`src/rtl/csa_pkg.sv`:
```
// Shared definitions for the counter-share arbiter.
//
// Contents:
//   MAX_NREQ       upper bound on the requester count (index width sized for it)
//   IDX_W          width of a requester index
//   csa_state_e    FSM state: IDLE (no grant) / COUNT (interval running)
//   onehot_to_idx  converts a one-hot vector (zero-padded to MAX_NREQ) to its index
//
// Build option used by the files importing this package:
//   CSA_ROUND_ROBIN_EN  round-robin arbitration when defined, fixed priority otherwise.

package csa_pkg;

  localparam int MAX_NREQ = 8;
  localparam int IDX_W    = 3;

  typedef enum logic [0:0] {
    IDLE  = 1'b0,
    COUNT = 1'b1
  } csa_state_e;

  // OR-reduction of the positions of set bits. For a one-hot input this is
  // exactly its index; an all-zero input yields 0.
  function automatic logic [IDX_W-1:0] onehot_to_idx(input logic [MAX_NREQ-1:0] oh);
    logic [IDX_W-1:0] idx;
    idx = '0;
    for (int i = 0; i < MAX_NREQ; i++) begin
      if (oh[i]) idx = idx | IDX_W'(i);
    end
    return idx;
  endfunction

endpackage

```
`src/rtl/csa_pick.sv`:
```
// Combinational winner select for the counter-share arbiter.
//
// Ports:
//   req_i      [NREQ-1:0]   request levels
//   ptr_i      [IDX_W-1:0]  round-robin search start (only with CSA_ROUND_ROBIN_EN)
//   win_oh_o   [NREQ-1:0]   one-hot winner, zero when no request
//   win_idx_o  [IDX_W-1:0]  index of the winner
//   any_o                   at least one request is present
//
// Build option:
//   CSA_ROUND_ROBIN_EN defined   search begins at ptr_i and wraps around
//   CSA_ROUND_ROBIN_EN undefined lowest requesting index wins, no pointer input

module csa_pick
  import csa_pkg::*;
#(
  parameter int NREQ = 4
) (
  input  logic [NREQ-1:0]  req_i,
`ifdef CSA_ROUND_ROBIN_EN
  input  logic [IDX_W-1:0] ptr_i,
`endif
  output logic [NREQ-1:0]  win_oh_o,
  output logic [IDX_W-1:0] win_idx_o,
  output logic             any_o
);

  logic                found;
  logic [MAX_NREQ-1:0] oh_pad;

`ifdef CSA_ROUND_ROBIN_EN
  // Two passes: first the indices at or above the pointer, then everything
  // from index 0. The second pass only fires when nothing at/above the pointer
  // requested, which makes it the wrapped-around part of the search.
  always_comb begin
    win_oh_o = '0;
    found    = 1'b0;
    for (int b = 0; b < NREQ; b++) begin
      if (!found && req_i[b] && (IDX_W'(b) >= ptr_i)) begin
        win_oh_o[b] = 1'b1;
        found       = 1'b1;
      end
    end
    for (int b = 0; b < NREQ; b++) begin
      if (!found && req_i[b]) begin
        win_oh_o[b] = 1'b1;
        found       = 1'b1;
      end
    end
  end
`else
  always_comb begin
    win_oh_o = '0;
    found    = 1'b0;
    for (int b = 0; b < NREQ; b++) begin
      if (!found && req_i[b]) begin
        win_oh_o[b] = 1'b1;
        found       = 1'b1;
      end
    end
  end
`endif

  always_comb begin
    oh_pad             = '0;
    oh_pad[NREQ-1:0]   = win_oh_o;
  end

  assign win_idx_o = onehot_to_idx(oh_pad);
  assign any_o     = |req_i;

endmodule

```
`src/rtl/counter_share_arbiter.sv`:
```
// Time-shares one W-bit up-counter among NREQ requesters.
//
// A requester raises its req level and keeps it high until it sees its done
// pulse (or drops it to abort). The arbiter grants the counter to one
// requester, latches that requester's terminal count, counts 0..len_q and
// pulses done for the granted requester in the cycle where count == len_q.
// A grant therefore lasts len_q+1 cycles and is always followed by at least
// one IDLE cycle before the next grant.
//
// Ports:
//   clock   in   1        clock, all logic on posedge
//   reset   in   1        synchronous active-high reset
//   req     in   NREQ     request levels
//   len     in   NREQ*W   terminal counts, slice i = len[i*W +: W]
//   gnt     out  NREQ     one-hot grant (registered)
//   busy    out  1        FSM is in COUNT (direct view of the state register)
//   count   out  W        counter value (registered)
//   done    out  NREQ     one-hot pulse in the terminal cycle of a grant
//
// Build option:
//   CSA_ROUND_ROBIN_EN  round-robin arbitration with a rotating pointer;
//                       without it the lowest requesting index wins.

module counter_share_arbiter
  import csa_pkg::*;
#(
  parameter int NREQ = 4,
  parameter int W    = 4
) (
  input  logic              clock,
  input  logic              reset,
  input  logic [NREQ-1:0]   req,
  input  logic [NREQ*W-1:0] len,
  output logic [NREQ-1:0]   gnt,
  output logic              busy,
  output logic [W-1:0]      count,
  output logic [NREQ-1:0]   done
);

  csa_state_e       state_q;
  logic [NREQ-1:0]  gnt_q;
  logic [W-1:0]     count_q;
  logic [W-1:0]     len_q;

  logic [NREQ-1:0]  win_oh;
  logic [IDX_W-1:0] win_idx;
  logic             any_req;
  logic [W-1:0]     len_sel;
  logic             granted_req;
  logic             at_term;

`ifdef CSA_ROUND_ROBIN_EN
  logic [IDX_W-1:0] ptr_q;
  logic [IDX_W-1:0] ptr_d;

  // Pointer moves to the index just past the winner, wrapping at NREQ.
  assign ptr_d = (win_idx == IDX_W'(NREQ - 1)) ? '0 : win_idx + IDX_W'(1);
`endif

  csa_pick #(
    .NREQ (NREQ)
  ) u_pick (
    .req_i     (req),
`ifdef CSA_ROUND_ROBIN_EN
    .ptr_i     (ptr_q),
`endif
    .win_oh_o  (win_oh),
    .win_idx_o (win_idx),
    .any_o     (any_req)
  );

  // Terminal count of the current winner, latched only when the grant is made.
  always_comb begin
    len_sel = '0;
    for (int i = 0; i < NREQ; i++) begin
      if (win_idx == IDX_W'(i)) len_sel = len[i*W +: W];
    end
  end

  // The granted requester still holds its request.
  assign granted_req = |(req & gnt_q);
  assign at_term     = (count_q == len_q);

  // Abort wins over terminal count: done needs req still high, and the
  // FSM below treats a dropped request first.
  assign done  = ((state_q == COUNT) && at_term) ? (gnt_q & req) : '0;
  assign gnt   = gnt_q;
  assign count = count_q;
  assign busy  = (state_q == COUNT);

  always_ff @(posedge clock) begin
    if (reset) begin
      state_q <= IDLE;
      gnt_q   <= '0;
      count_q <= '0;
      len_q   <= '0;
`ifdef CSA_ROUND_ROBIN_EN
      ptr_q   <= '0;
`endif
    end else begin
      case (state_q)
        IDLE: begin
          count_q <= '0;
          if (any_req) begin
            state_q <= COUNT;
            gnt_q   <= win_oh;
            len_q   <= len_sel;
`ifdef CSA_ROUND_ROBIN_EN
            ptr_q   <= ptr_d;
`endif
          end else begin
            gnt_q <= '0;
          end
        end
        COUNT: begin
          if (!granted_req || at_term) begin
            // Abort or interval complete: release the counter.
            state_q <= IDLE;
            gnt_q   <= '0;
            count_q <= '0;
          end else begin
            count_q <= count_q + W'(1);
          end
        end
        default: begin
          state_q <= IDLE;
          gnt_q   <= '0;
          count_q <= '0;
        end
      endcase
    end
  end

endmodule

```
`config.mk`:
```
export PLATFORM = sky130hd
export DESIGN_NAME = counter_share_arbiter
export DESIGN_NICKNAME = d
export VERILOG_FILES = /design/src/rtl/csa_pkg.sv /design/src/rtl/csa_pick.sv /design/src/rtl/counter_share_arbiter.sv
export SDC_FILE = /design/constraint.sdc
export NUM_CORES = 1
export LEC_CHECK = 0
export ABC_AREA = 1
export BUFFER_PORTS_ARGS = -buffer_cell sky130_fd_sc_hd__buf_2
export CORE_MARGIN = 2
export CORE_UTILIZATION = 48
export CTS_CLUSTER_SIZE = 25
export DETAILED_ROUTE_END_ITERATION = 16
export PLACE_DENSITY = 0.81
export REMOVE_ABC_BUFFERS = 1
export SYNTH_ARGS = -nofsm -noshare
export SYNTH_HDL_FRONTEND = slang
export SYNTH_SLANG_ARGS = --single-unit
```
`constraint.sdc`:
```
create_clock -name clock -period 2.3 [get_ports clock]
set_input_delay 0.46 -clock clock [delete_from_list [all_inputs] [get_ports clock]]
set_output_delay 0.46 -clock clock [all_outputs]
set_load 0.01 [all_outputs]
```
**Yosys cells after proc, flatten, opt, wreduce, memory -nomap -nowiden**

Cells that the tools add are included.

- Register bits: 13
- Word-level logic and storage cells: 47
- Bits of input ports: 22
- Output and inout port bits: 13

- Equality and inequality tests: 5
- Add/sub/neg operators: 1
- Multiplexer cells: 22
- Reductions and logical operators: 13
- Bitwise logic cells: 2

Operators by type and width:

| cell | number |
|---|---|
| 4-bit 2-to-1 mux | 8 |
| 4-bit one-hot mux with 2 select lines | 2 |
| 1-bit 2-to-1 mux | 9 |
| 4-bit OR reduction | 2 |
| 3-bit by 2-bit == test with 1-bit output, second input constant | 2 |
| 4-bit by 1-bit adder with 4-bit output, second input constant | 1 |
| 4-bit AND | 1 |
| 4-bit == test | 1 |
| 1-bit logical AND | 4 |
| 1-bit logical NOT | 4 |
| 2-bit 2-to-1 mux | 2 |
| 3-bit by 1-bit == test with 1-bit output, second input constant | 1 |
| 3-bit logical NOT | 1 |
| 2-bit by 1-bit != test with 1-bit output, second input constant | 1 |
| 1-bit one-hot mux with 2 select lines | 1 |
| 2-bit AND reduction | 1 |
| 1-bit logical OR | 1 |
| 1-bit NOT | 1 |

**Logic depth before layout (Yosys ltp)**

Gate-level depths: netlist of run 1.

- Depth after elaboration: 16
- Depth in mapped cells: 8
- Gate-level depth less buffers: 8

**Cells and area by module**

A second synthesis of run 1 with hierarchy kept.

- Cells, all modules: 118
- Area total of the unflattened synthesis: 885.8 µm²

By module, submodules not included:

| module | times used | sequential area each (µm²) | area each (µm²) | cells each |
|---|---|---|---|---|
| counter_share_arbiter | 1 | 260.2 | 802.0 | 102 |
| csa_pick | 1 | 0.0 | 83.8 | 16 |

**Worst setup path before layout of run 1**

No wires, ideal clock.

- Path type: reg-to-output
- From: register count_q[1], in the netlist count[1]
- To: output port done[0]
- Slack: 0.896 ns
- Buffers on the path: 0
- Data arrival time: 0.944 ns
- Cell stages (with the launch flop): 5
- Data required time: 1.840 ns
- Path through: dfxtp_1 xor2_1 nor2_1 nand3_1 nor2_1

- Longest elaborated chain between the ends: 3

Ends and longest elaborated chain:

| what | line | text |
|---|---|---|
| start: declaration | counter_share_arbiter.sv:42 | `logic [W-1:0] count_q;` |
| start signal: assignment | counter_share_arbiter.sv:122 | `count_q <= count_q + W'(1);` |
| 4-bit == test | counter_share_arbiter.sv:82 | `assign at_term = (count_q == len_q);` |
| 1-bit logical AND | counter_share_arbiter.sv:86 | `assign done = ((state_q == COUNT) && at_term) ? (gnt_q & req) : '0;` |
| 4-bit 2-to-1 mux | counter_share_arbiter.sv:86 |  |
| end: declaration | counter_share_arbiter.sv:37 | `output logic [NREQ-1:0] done` |

Every way passes these cells.

**Worst setup path after layout of run 1**

- From: register count_q[2], in the netlist count[2]
- To: output port done[2]

Same word-level chain as after synthesis.

==> results of run 1 <==
-- cells in the mapped netlist --
master | instances | area share, %
xor2_1 | 5 | 5.8
nand3_1 | 12 | 8.0
nand3_2 | 1 | 1.3
nor2_1 | 28 | 14
nor2_2 | 1 | 0.83
dfxtp_1 | 13 | 35
nand2_1 | 31 | 15
and2_2 | 1 | 1.0
nor2_4 | 1 | 1.5
a21oi_1 | 4 | 2.7
ha_1 | 1 | 1.7
inv_1 | 9 | 4.5
buf_6 | 1 | 1.5
nand4_1 | 2 | 1.7
nand2_2 | 3 | 2.5
o21bai_1 | 1 | 1.0
xnor2_1 | 1 | 1.2
o21ai_0 | 1 | 0.67
-- worst paths after layout --
path / start / end / slack, ps / cells after the start
max: count[2] / done[2] / 500 / 5
max reg2reg: count[2] / busy / 1110 / 5
min reg2reg: len_q[2] / len_q[2] / 480 / 2
min: reset / len_q[2] / 420 / 2
-- routing by layer --
layer	track usage (%)	up-vias	wire length (µm)
li1	-	439	-
met1	22.3	355	710
met2	35.9	27	799
met3	5.00	5	97
met4	12.7	0	41
met5	0	-	0
-- flip-flops by register name (all words and copies together) (netlist names) --
register  flops
count         4
gnt           4
len_q         4
busy          1
-- stage by stage --
stage	area [µm²]	setup WS [ps]
4_1_cts	956	501
3_5_place_dp	930	809
3_3_place_gp	930	849
2_1_floorplan	739	896
6_report	956	496
5_1_grt	956	342
-- worst max-delay path, delay by kind of cell (launching register included) --
kind                   cells  cell delay (ps)
flip-flops                 1              350
XOR/XNOR                   1              150
buffers and inverters      1              130
AND/OR/NAND/NOR            3              420
-- cell type report --
| type | instances | area, µm² |
|---|---|---|
| fillers | 150 | 533 |
| multi-input cells | 93 | 445 |
| flip-flops and latches | 13 | 260 |
| repair buffers | 34 | 170 |
| inverters | 9 | 33.8 |
| clock buffers | 4 | 26.3 |
| well taps | 16 | 20.0 |
-- cell families (layout without fill, tap and decap cells) --
kind of cell               Yosys count  in the layout  share of synthesized area, %
and+or+nand+nor                     80             80                          46.3
DFF                                 13             13                          34.7
buffers and inverters               10             47                          6.00
AOI/OAI and AO/OA                    6              6                          4.33
xor gates and xnor gates             6              6                          7.00
adders and majority gates            1              1                          1.67
-- power by group through the flow --
stage / Combinational, mW / Clock, mW / Sequential (mW)
after floorplan: 0.0592 / 0 / 0.251
after global placement: 0.0970 / 0 / 0.249
after detailed placement: 0.101 / 0 / 0.250
after CTS: 0.101 / 0.142 / 0.244
after global routing: 0.117 / 0.154 / 0.246
final: 0.101 / 0.141 / 0.245
==> key figures, run 1 <==
Timing
  • Worst Max-Slew Pin Slew: between 300 and 400 ps
  • Fmax: 554 MHz
  • Final setup vio count: 0
  • Tcrit/Tclk final: ~78%
  • Max Slew Vio Count: 0
  • Clock Skews: around 2.1 ps
  • Setup TNS: 0 ps
  • Post-route minimum period: 1800 ps
  • RSZ-0062 raised after global routing: false
  • Final hold slack: between 400 and 500 ps
  • Max-slew headroom: between 70 and 80%
  • Final Hold Vio Count: 0

Power and ir drop
  • Pint: ~0.34 mW
  • Sequential share of power: a little over 50%
  • Design Power: between 0.4 and 0.5 mW
  • P_sw: roughly 0.14 mW
  • Pwr Density: 508 mW/mm²
  • Gate power share: between 20% and 30%
  • Maximum vdd drop: 0.000294 V
  • Leakage: 0.549 nW
  • Switching share of power: roughly 29%
  • Clock group share of total power: between 20 and 30%

Drt
  • Initial detailed-routing violation count: 13
  • TritonRoute pass-1 iters: 4
  • Via Count: around 830
  • WL final: between 1500 and 2000 µm
  • WL/cell: between 9 and 10 µm
  • Vias/cell: 4.89
  • Number of nets with antenna violations after routing: 0
  • DRC viols: 0

Critical path
  • Worst Setup Start Kind: flip-flop
  • Crit-path most repeated cell: nor2_1
  • Critical Path End Type: output port
  • Slowest stage cell, crit path: dfxtp_1
  • Setup Crit Path Kind: flip-flop to output port
  • Critical path required time: 1840 ps
  • Crit-path max cell delay: 350 ps
  • CP Cell Sequence: xor2_1, nor2_1, nand3_1, nor2_1, buf_2
  • Crit-path max FO: 4
  • Arrival time worst endpoint: 1340 ps

Die
  • Die Span X: about 44 µm
  • Core ar.: between 0.001 and 0.0015 mm²
  • I/O pin count: 35
  • Initial cell density of the core: 50.4%
  • Die Ht: around 44 µm
  • DIE AREA: roughly 0.0019 mm²
  • FP Rows: 14

Clock tree
  • Worst-Skew Late Latency: approximately 280 ps
  • Clk sinks: 13
  • CTS buffer count: 3
  • CTS tree: done
  • Reg clk slew, reported paths: around 80 ps
  • Largest buffer count on any clock path: 2
  • # resized after CTS: 0
  • Htree depth: 1
  • Postcts setup bufs: 0
  • Hold_buf cts: 0
  • Root Buffer: clkbuf_4

Global routing
  • Vias in the first global route: around 790
  • Grt total ovfl: 0
  • Total Routing Usage GR: between 20% and 30%
  • Initial antenna violation count: 0
  • Largest net degree at the start of global routing: 13
  • First-pass GRT wire length: between 2000 and 3000 µm

Yosys
  • Sequential area share after synthesis: 34.7%
  • #FFs+latches synth: 13
  • Unique cell type count in the Yosys netlist: 18
  • Warnings from Yosys: 0
  • Mapped Cells: 116
  • Cell area after synthesis: 751 µm²
  • Mean post-synth cell area: 6.47 µm²

Placement
  • Final Wtd Congestion: slightly below 0.9
  • Cell count after placement: about 170
  • Placed wire-length estimate: 1350 µm
  • # port buffers: 34

Finish
  • Most frequent cells in the layout: 34 x buf_2, 31 x nand2_1, 28 x nor2_1
  • Area grow syn2layout: 27.3%
  • ANT cells: 0
  • Most common cell after layout, fill and taps aside: buf_2
  • Final #Nets: 177
  • Cell Count, Final, Fillers Out: around 170
  • Final Util: between 60% and 70%
  • Ratio of cells with drive above 1 in the final layout: 28.8%

Min path
  • Worst min-delay path category: primary input to flip-flop

Flow run
  • Max Cap Violations: 0

Status
  • Outcome: complete, no violations
Note: power is estimated with default switching activity, not from simulation.
==> inputs of run 2 (changes only) <==
Settings changed: ABC_AREA 1 to 0, CORE_UTILIZATION 48 to 43, PLACE_DENSITY 0.81 to 0.75.
Clock period 2.3 ns to 1.8 ns, I/O delays scaled along.
==> key figures, run 2 <==
Clock tree
  • Root Buffer: clkbuf_4
  • Reg clk slew, reported paths: 80 ps (about the same)
  • CTS buffer count: 3 (unchanged)
  • Clk sinks: 13 (unchanged)
  • Largest buffer count on any clock path: 2 (unchanged)
  • CTS tree: done
  • Htree depth: 1 (unchanged)
  • Postcts setup bufs: 0 (unchanged)
  • Worst-Skew Late Latency: 270 ps (about the same)

Finish
  • Area grow syn2layout: 33.8%
  • Most frequent cells in the layout: 34 x buf_2, 11 x dfxtp_1, 7 x nor2_1
  • Cell Count, Final, Fillers Out: 132 (-22%)
  • Fillers: 147 (-2.0%)
  • Final Util: 61.5% (-2.7 points)
  • Ratio of cells with drive above 1 in the final layout: 39.7% (+11 points)
  • Multi-input gate area: 439 µm² (-1.4%)
  • Most common cell after layout, fill and taps aside: buf_2
  • ANT cells: 0 (unchanged)
  • Seq. cell area: 263 µm² (+0.96%)
  • Final #Nets: 140 (-21%)

Critical path
  • Setup Crit Path Kind: flip-flop to output port
  • Slowest stage cell, crit path: dfxtp_2
  • CP top delay family: simple AND/OR/NAND/NOR gates
  • Crit-path max FO: 4 (unchanged)
  • Worst Setup Start Kind: flip-flop
  • Crit-path max cell delay: 340 ps (about the same)
  • Critical Path End Type: output port
  • CP Cell Sequence: xor2_2, nor4_4, nand2_2, nor2_1, buf_2
  • Critical path required time: 1440 ps (-400 ps)
  • WP buf/inv: 1 (unchanged)
  • Arrival time worst endpoint: 1530 ps (+190 ps)

Yosys
  • Mean post-synth cell area: 8.76 µm² (+35%)
  • Warnings from Yosys: 0 (unchanged)
  • Cell area after synthesis: 701 µm² (-6.7%)
  • Synth area leader: dfxtp_1
  • Synth cell count leaders: 13 x dfxtp_1, 8 x nor2_1, 6 x a32o_1
  • #FFs+latches synth: 13 (unchanged)
  • Unique cell type count in the Yosys netlist: 25 (+7)
  • Post-synth EDFFs: 0 (unchanged)
  • Synth top area share: 37.1% (+2.5 points)
  • Async set-reset flop share out of synthesis: 0% (unchanged)
  • Sequential area share after synthesis: 37.1% (+2.5 points)
  • Count leader, synth: dfxtp_1
  • Synth Flop Type: dfxtp_1
  • Mapped Cells: 80 (-31%)
  • Top cells by area, synth: dfxtp_1 37%, a32o_1 8.6%, xor2_1 6.3%

Power and ir drop
  • Maximum vdd drop: 0.000384 V (+31%)
  • Design Power: 0.616 mW (+27%)
  • Leakage: 0.448 nW (-18%)
  • Pwr Density: 657 mW/mm² (+29%)

Timing
  • Worst Max-Slew Pin Slew: 499 ps (+163 ps)
  • Tcrit/Tclk final: 105%
  • RSZ-0062 raised after global routing: true
  • Max Slew Vio Count: 0 (unchanged)
  • Max-slew headroom: 66.5% (-11 points)
  • Setup TNS: -266 ps (-266 ps)
  • Final setup vio count: 4 (+4)
  • Final worst slack: -85.5 ps (-582 ps)
  • Clock Skews: 1.17 ps (-0.956 ps)
  • Fmax: roughly 530 MHz
  • Final Hold Vio Count: 0 (unchanged)
  • Post-route minimum period: approximately 1900 ps

Global routing
  • Initial antenna violation count: 0 (unchanged)
  • Total Routing Usage GR: 18.4% (-2.2 points)
  • Largest net degree at the start of global routing: 14 (+1)
  • Vias in the first global route: 678 (-14%)
  • Grt total ovfl: 0 (unchanged)
  • First-pass GRT wire length: 2710 µm (-7.1%)

Drt
  • Number of nets with antenna violations after routing: 0 (unchanged)
  • Initial detailed-routing violation count: 11 (-2)
  • WL final: 1620 µm (-1.5%)
  • DRC viols: 0 (unchanged)
  • WL/cell: 12.3 µm (+26%)
  • TritonRoute pass-1 iters: 4 (unchanged)
  • Vias/cell: 5.56 (+14%)
  • Via Count: 734 (-11%)

Flow run
  • Max Cap Violations: 0 (unchanged)

Die
  • Die Ht: 44.4 µm (+1.9%)
  • Initial cell density of the core: 46.0% (-4.4 points)
  • FP Rows: 14 (unchanged)
  • I/O pin count: 35 (unchanged)
  • Core ar.: 0.00152 mm² (+2.4%)
  • Die Span X: 44.4 µm (+1.9%)
  • DIE AREA: 0.00197 mm² (+3.8%)

Placement
  • Final Wtd Congestion: 0.786 (-10%)
  • Placed wire-length estimate: 1310 µm (-3.0%)
  • Worst slack, placed: 164 ps (-645 ps)
  • # port buffers: 34 (unchanged)
  • Cell count after placement: 128 (-22%)

Status
  • Failing checks: setup timing
  • Outcome: complete, but fails checks

Min path
  • Worst min-delay path category: primary input to flip-flop
[run 2: changes by cell type in the layout (fill, tap and decap cells not counted), moves of 3 or more]
| cell | previous run | this run |
|---|---|---|
| a211oi_1 | 0 | 4 |
| a21oi_1 | 4 | 0 |
| a32o_1 | 0 | 6 |
| and2_1 | 0 | 4 |
| inv_1 | 9 | 1 |
| nand2_1 | 31 | 4 |
| nand2b_1 | 0 | 4 |
| nand3_1 | 12 | 1 |
| nor2_1 | 28 | 7 |
| nor2b_1 | 0 | 5 |
| o21ai_0 | 1 | 4 |
| o31ai_1 | 0 | 4 |
[run 2: worst paths after layout]
check	startpoint	to	slack, ps	cells past startpoint
min reg2reg	len_q[1]	len_q[1]	490	1
max	len_q[2]	done[0]	-90	5
min	len[15]	len_q[3]	420	3
max reg2reg	count[0]	gnt[3]	340	5
[run 2: cell families (layout without fill, tap and decap cells)]
| logic type | after synthesis | count (layout) | share of synthesized area, % |
|---|---|---|---|
| and+or+nand+nor | 35 | 35 | 27.9 |
| AOI/OAI and AO/OA | 20 | 20 | 22.5 |
| DFF | 13 | 13 | 37.1 |
| xor gates and xnor gates | 6 | 6 | 7.50 |
| buffers and inverters | 5 | 41 | 3.21 |
| adders and majority gates | 1 | 1 | 1.79 |
[run 2: what timing repair did]
item,in CTS,in global routing
endpoints found under the setup margin,4,4
pin swaps,6,4
resized for setup,2,4
hold buffers,0,0
cloned,0,0
endpoints found under the hold margin,0,0
[run 2: layout make-up]
class                   instances  area share (%)
multi-input cells              62            46.9
flip-flops and latches         13            28.0
repair buffers                 36            19.8
clock buffers                   4            2.80
well taps                      16            2.14
inverters                       1           0.401
[run 2: report_power, final]
part           switching [mW]  leakage (nW)  internal (mW)
clock                  0.0911        0.0150         0.0857
combinational          0.0617         0.326         0.0610
sequential             0.0135         0.107          0.303
total                   0.166         0.448          0.449
[run 2: per-stage QoR]
step	hold slack [ps]	instance area [µm²]
6_report	424	937
5_1_grt	428	937
4_1_cts	420	916
3_5_place_dp	477	887
3_3_place_gp	471	887
2_1_floorplan	462	682
[run 2: layer usage]
metal	up-vias	part of all wire [%]	global-route usage (%)
met5	-	0	0
met4	0	0	5.45
met3	0	6.8	5.31
met2	32	48	32.6
met1	335	46	21.4
li1	367	-	-
[run 2: worst reg2reg max path, cell delays in order, from the launching register on]
cell and delay, ps:
dfxtp_1 420, xor2_1 260, nor4_4 70, nor4bb_1 340, buf_4 200, a22o_1 130
